--- config.mk ---
export PLATFORM = sky130hd
export DESIGN_NAME = pipe_stage_reg
export DESIGN_NICKNAME = d
export VERILOG_FILES = /design/src/rtl/pipe_stage_reg.sv
export SDC_FILE = /design/constraint.sdc
export NUM_CORES = 1
export LEC_CHECK = 0
export CORE_ASPECT_RATIO = 1.1
export CORE_MARGIN = 4
export CORE_UTILIZATION = 46
export CTS_CLUSTER_DIAMETER = 80
export DETAILED_ROUTE_END_ITERATION = 7
export MAX_ROUTING_LAYER = met4
export PLACE_DENSITY = 0.77
export SYNTH_ARGS = -nofsm -noshare
export SYNTH_HDL_FRONTEND = slang
export SYNTH_SLANG_ARGS = --single-unit
export TNS_END_PERCENT = 100
--- constraint.sdc ---
create_clock -name clk_i -period 1.93 [get_ports clk_i]
set_clock_uncertainty 0.15 [all_clocks]
set_input_delay 0.193 -clock clk_i [delete_from_list [all_inputs] [get_ports clk_i]]
set_output_delay 0.193 -clock clk_i [all_outputs]
set_load 0.03 [all_outputs]
--- src/rtl/pipe_stage_reg.sv ---
// Generic pipeline stage register with valid/ready flow control,
// synchronous flush, optional skid entry and a saturating stall counter.
module pipe_stage_reg #(
   parameter int DATA_W = 69,
   parameter int CTRL_W = 2,
   parameter int SKID   = 1,
   parameter int CNT_W  = 16
) (
   input  logic              clk_i,
   input  logic              rst_i,
   input  logic              flush_i,
   input  logic              valid_i,
   output logic              ready_o,
   input  logic [CTRL_W-1:0] ctrl_i,
   input  logic [DATA_W-1:0] data_i,
   output logic              valid_o,
   input  logic              ready_i,
   output logic [CTRL_W-1:0] ctrl_o,
   output logic [DATA_W-1:0] data_o,
   output logic [CNT_W-1:0]  stall_cnt_o
);

   typedef enum logic [1:0] {
      EMPTY,
      FULL,
      SKID_FULL
   } state_t;

   state_t            state;
   state_t            stateNext;
   logic [DATA_W-1:0] mainData;
   logic [DATA_W-1:0] skidData;
   logic [CTRL_W-1:0] mainCtrl;
   logic [CTRL_W-1:0] skidCtrl;
   logic              readyReg;
   logic              accept;
   logic              emit;
   logic              loadMain;
   logic              loadSkid;
   logic              fromSkid;
   logic [CNT_W-1:0]  stallCnt;

   assign valid_o     = (state != EMPTY);
   assign ctrl_o      = valid_o ? mainCtrl : '0;
   assign data_o      = mainData;
   assign stall_cnt_o = stallCnt;
   assign emit        = valid_o && ready_i;
   assign accept      = valid_i && ready_o;

   generate
      if (SKID != 0) begin : gSkid
         assign ready_o = readyReg && !rst_i;
      end else begin : gNoSkid
         assign ready_o = (!valid_o || ready_i) && !rst_i;
      end
   endgenerate

   always_comb begin
      stateNext = state;
      loadMain  = 1'b0;
      loadSkid  = 1'b0;
      fromSkid  = 1'b0;
      if (flush_i) begin
         stateNext = EMPTY;
      end else begin
         unique case (state)
            EMPTY: begin
               if (accept) begin
                  loadMain  = 1'b1;
                  stateNext = FULL;
               end
            end
            FULL: begin
               if (accept && emit) begin
                  loadMain = 1'b1;
               end else if (accept && (SKID != 0)) begin
                  loadSkid  = 1'b1;
                  stateNext = SKID_FULL;
               end else if (emit) begin
                  stateNext = EMPTY;
               end
            end
            SKID_FULL: begin
               if (emit) begin
                  loadMain  = 1'b1;
                  fromSkid  = 1'b1;
                  stateNext = FULL;
               end
            end
            default: stateNext = EMPTY;
         endcase
      end
   end

   // ready comes up the cycle after reset releases, hence reset value 1
   always_ff @(posedge clk_i) begin
      if (rst_i) begin
         state    <= EMPTY;
         mainData <= '0;
         mainCtrl <= '0;
         skidData <= '0;
         skidCtrl <= '0;
         readyReg <= 1'b1;
         stallCnt <= '0;
      end else begin
         state    <= stateNext;
         readyReg <= (stateNext != SKID_FULL);
         if (loadMain) begin
            mainData <= fromSkid ? skidData : data_i;
            mainCtrl <= fromSkid ? skidCtrl : ctrl_i;
         end
         if (loadSkid) begin
            skidData <= data_i;
            skidCtrl <= ctrl_i;
         end
         if (valid_o && !ready_i && (stallCnt != {CNT_W{1'b1}})) begin
            stallCnt <= stallCnt + 1'b1;
         end
      end
   end

endmodule
==> impl_metrics.toml <==
[place]
placed_area_mm2 = 0.00933
hpwl_mm = 11.9
portBuffers = 164
place.gp.congestion = 0.775
dpl.cell_count = 1161

[detailed_routing]
postRouteAntennaNets = 0
drcViolationCount = 0
route.vias.total = 6511
totalWireLength_mm = 18.1
routed_via_density = 5.45
dr.pass1.iters = 5
drt_iter0_markers = 351
wl_per_cell_um = 15.2

[logic_synthesis]
synth_cell_types = 40
synth.area.mux_share = 0.106
seq_area_frac_synth = 0.441
syn_nets = 915
synth-compound-area-share = 0.206
synth_top_family_by_area = "compound AO/OA/AOI/OAI gates"
synth_warnings = 0
synth.avg_cell_area_um2 = 8.72
ys_ff_latch = 161
syn_inst = 838
synth_fa_ha_area_frac = 0.00171
synthesis.area_mm2 = 0.00731
synth-simple-area-share = 0.188
synth-xor-area-share = 0.00120

[clock_tree]
cts_max_path_buffers = 2
cts_tree = "done"
cts_buffers = 17
clk_latency_ns = 0.42
htreeDepth = 4
cts-root-buf = "clkbuf_16"
path_clk_slew_ns = 0.07
clock_sinks = 161

[sta]
drv_slew = 0
relSlewSlack = 0.628
hold_ws_ns = 0.0983
post-route-min-period_ns = 1.92
finalSetupViolCount = 0
rsz0062_at_grt = "yes"
fin_crit_sh = 0.992
max_freq_mhz = 522
worst_pin_slew_ns = 0.558
final_hold_viol_count = 0

[run]
max_cap_viol_count = 0

[worst_hold_path]
hold_class = "input port to flip-flop"
hold_depth = 5
hold_start = "flush_i"
holdPathEnd = "skidData[54]"

[setup_path]
r2r_cells = 5
slowest_delay_ns = 0.56
crit_buf_inv = 3
r2r-end = "stall_cnt_o[0]"
critPathMaxFanout = 41
critical_path_class = "input port to flip-flop"
crit_path_start_kind = "input port"
worst-endpoint-arrival_ns = 2.06
crit_family = "buffers and inverters"
crit_slowest_cell = "dlygate4sd3_1"
crit_chain = "dlygate4sd3_1, buf_6, nand4bb_1, o22a_4, buf_12, o41ai_1"
r2r-start = "stall_cnt_o[0]"
r2r_slack_ns = 0.09
endpoint_kind = "flip-flop"
worstPathRequired_ns = 2.08

[grt]
grt_pass1_vias = 6026
grtUsageMet1 = 0.250
grtUsageTotal = 0.202
grt_max_degree = 133
overflow = 0
grtUsageMet3 = 0.0412
grtUsageMet2 = 0.327
grt_pass1_wl_mm = 29.3
antenna_found_initial = 1
busiest_layer = "met2"

[final_layout]
synthToLayoutAreaGrowth_pct = 37.0
fin_cells = 1195
nFillCells = 1313
fin_util = 0.641
drive_gt1_frac = 0.102
nets = 1058
final_area_mm2 = 0.0100

[die]
core_area_mm2 = 0.0156
die_h_um = 140
start_util = 0.468
die_area_mm2 = 0.0180
dieWidth_um = 128
row_count = 48
io_pins = 165

[pwr]
power_switching_mw = 1.85
p_sw_frac = 0.246
ir_worst_vdd_mv = 0.510
cellPowerDensity_mw_per_mm2 = 753
combPwrFrac = 0.101
p_seq_frac = 0.452
static-leakage-power_nw = 3.42
fin_total_pwr_mw = 7.54
internal_power_mw = 5.69
p_clk_frac = 0.446

[outcome]
status = "finished, final reports clean"
[what timing repair did]
action	4_1_cts	5_1_grt
cloned	0	0
setup buffers	0	0
hold buffers	1	0
resized for setup	14	24
hold endpoints to repair	3	0
setup endpoints to repair	8	21
[synth_stat cells (all sizes together)]
cell type / instances / share of area
nor4: 1 / 0.0017
mux2i: 74 / 0.10
o41ai: 71 / 0.086
dfxtp: 161 / 0.44
or4: 6 / 0.0062
and4: 1 / 0.0012
nand3b: 2 / 0.0021
o22a: 1 / 0.0012
nand2: 147 / 0.076
nand3: 5 / 0.0034
nand2b: 2 / 0.0017
buf: 21 / 0.024
clkbuf: 62 / 0.032
and3: 3 / 0.0026
xor2: 1 / 0.0012
nand4bb: 1 / 0.0015
o21ai: 77 / 0.053
nor3b: 3 / 0.0031
mux2: 3 / 0.0046
nor4b: 1 / 0.0012
nand4: 7 / 0.0080
o2111ai: 1 / 0.0012
o21ba: 1 / 0.0014
or3: 6 / 0.0051
and4bb: 1 / 0.0017
or2: 1 / 0.00086
nor3: 2 / 0.0014
and2: 3 / 0.0026
o22ai: 1 / 0.00086
o31ai: 5 / 0.0051
nor2b: 77 / 0.066
nor2: 4 / 0.0021
ha: 1 / 0.0017
inv: 2 / 0.0010
a21oi: 83 / 0.057
[metrics by stage]
step           setup TNS [ns]  setup WS (ns)
3_3_place_gp            -8.06         -0.181
4_1_cts               -0.0439        -0.0439
3_5_place_dp            -8.00         -0.216
5_1_grt                -0.108        -0.0406
6_report                    0         0.0148
2_1_floorplan               0        0.00645
[power groups by stage]
stage                     logic, mW  registers [mW]  clock network (mW)
after floorplan               0.282            3.58                   0
after global placement        0.745            3.48                   0
after detailed placement      0.750            3.48                   0
after CTS                     0.754            3.41                3.44
after global routing          0.817            3.42                3.57
final                         0.764            3.41                3.36
[area by class of cell]
type / count / area, um^2 / area share
Timing Repair Buffer: 207 / 2160 / 0.215
Tap cell: 200 / 250 / 0.0250
Multi-Input combinational cell: 592 / 3770 / 0.377
Inverter: 2 / 7.51 / 0.000750
Antenna cell: 1 / 2.50 / 0.000250
Clock buffer: 18 / 439 / 0.0439
Sequential cell: 161 / 3230 / 0.322
Clock inverter: 14 / 156 / 0.0156
[cells by family (layout without fill, tap and decap cells)]
kind of cell               after synthesis  after routing
AOI/OAI and AO/OA                      240            240
xor gates and xnor gates                 1              1
muxes                                   77             77
other                                    0              1
and+or+nand+nor                        273            273
DFF                                    161            161
buffers and inverters                   85            241
adders and majority gates                1              1
[sequential cells by signal, summed over array words and instances, names as in the netlist]
signal / flops
data_o: 69
skidData: 69
stall_cnt_o: 16
mainCtrl: 2
skidCtrl: 2
state: 2
readyReg: 1
[routing by layer]
| metal | up-vias | share of wire |
|---|---|---|
| met3 | 18 | 0.040 |
| li1 | 3297 | - |
| met5 | - | 0 |
| met4 | 0 | 0.017 |
| met1 | 3050 | 0.45 |
| met2 | 146 | 0.49 |
[worst max path at each step]
stage / from / endpoint / slack [ns] / cells after the start
floorplan: stall_cnt_o[0] / stall_cnt_o[5] / 0.006 / 6
global placement: ready_i / stall_cnt_o[15] / -0.18 / 5
detailed placement: ready_i / stall_cnt_o[15] / -0.22 / 5
CTS: state[0] / ctrl_o[1] / -0.04 / 3
global route: stall_cnt_o[0] / stall_cnt_o[0] / -0.04 / 5
finish: rst_i / data_o[39] / 0.01 / 6
[cell usage in the layout (no fill, tap or decap), types with 2 or more instances in the layout]
cell type and n:
o41ai_1 60, dlygate4sd2_1 6, and3_1 3, nor2b_1 77, clkinvlp_4 6, mux2i_1 74
dfxtp_2 3, or3_1 6, nand2_1 147, nor2_1 4, or4_1 6, inv_1 2
nor3b_1 2, nand4_1 6, dfxtp_1 158, clkbuf_16 17, buf_12 16, o41ai_2 11
nand3_1 5, nand2b_1 2, inv_6 3, clkdlybuf4s50_1 151, and2_1 3, bufinv_16 2
o31ai_1 5, a21oi_1 83, o21ai_0 69, mux2_1 2, nand3b_1 2, buf_4 27
buf_2 2, dlymetal6s2s_1 3, o21ai_1 8
[tightest hold or removal path: cells and delay by family]
family | cells | cell delay (ns)
simple gates | 2 | 0.11
buf+inv | 2 | 0.26
compound gates | 1 | 0.05
No activity file was read; power rests on OpenSTA's default activity.
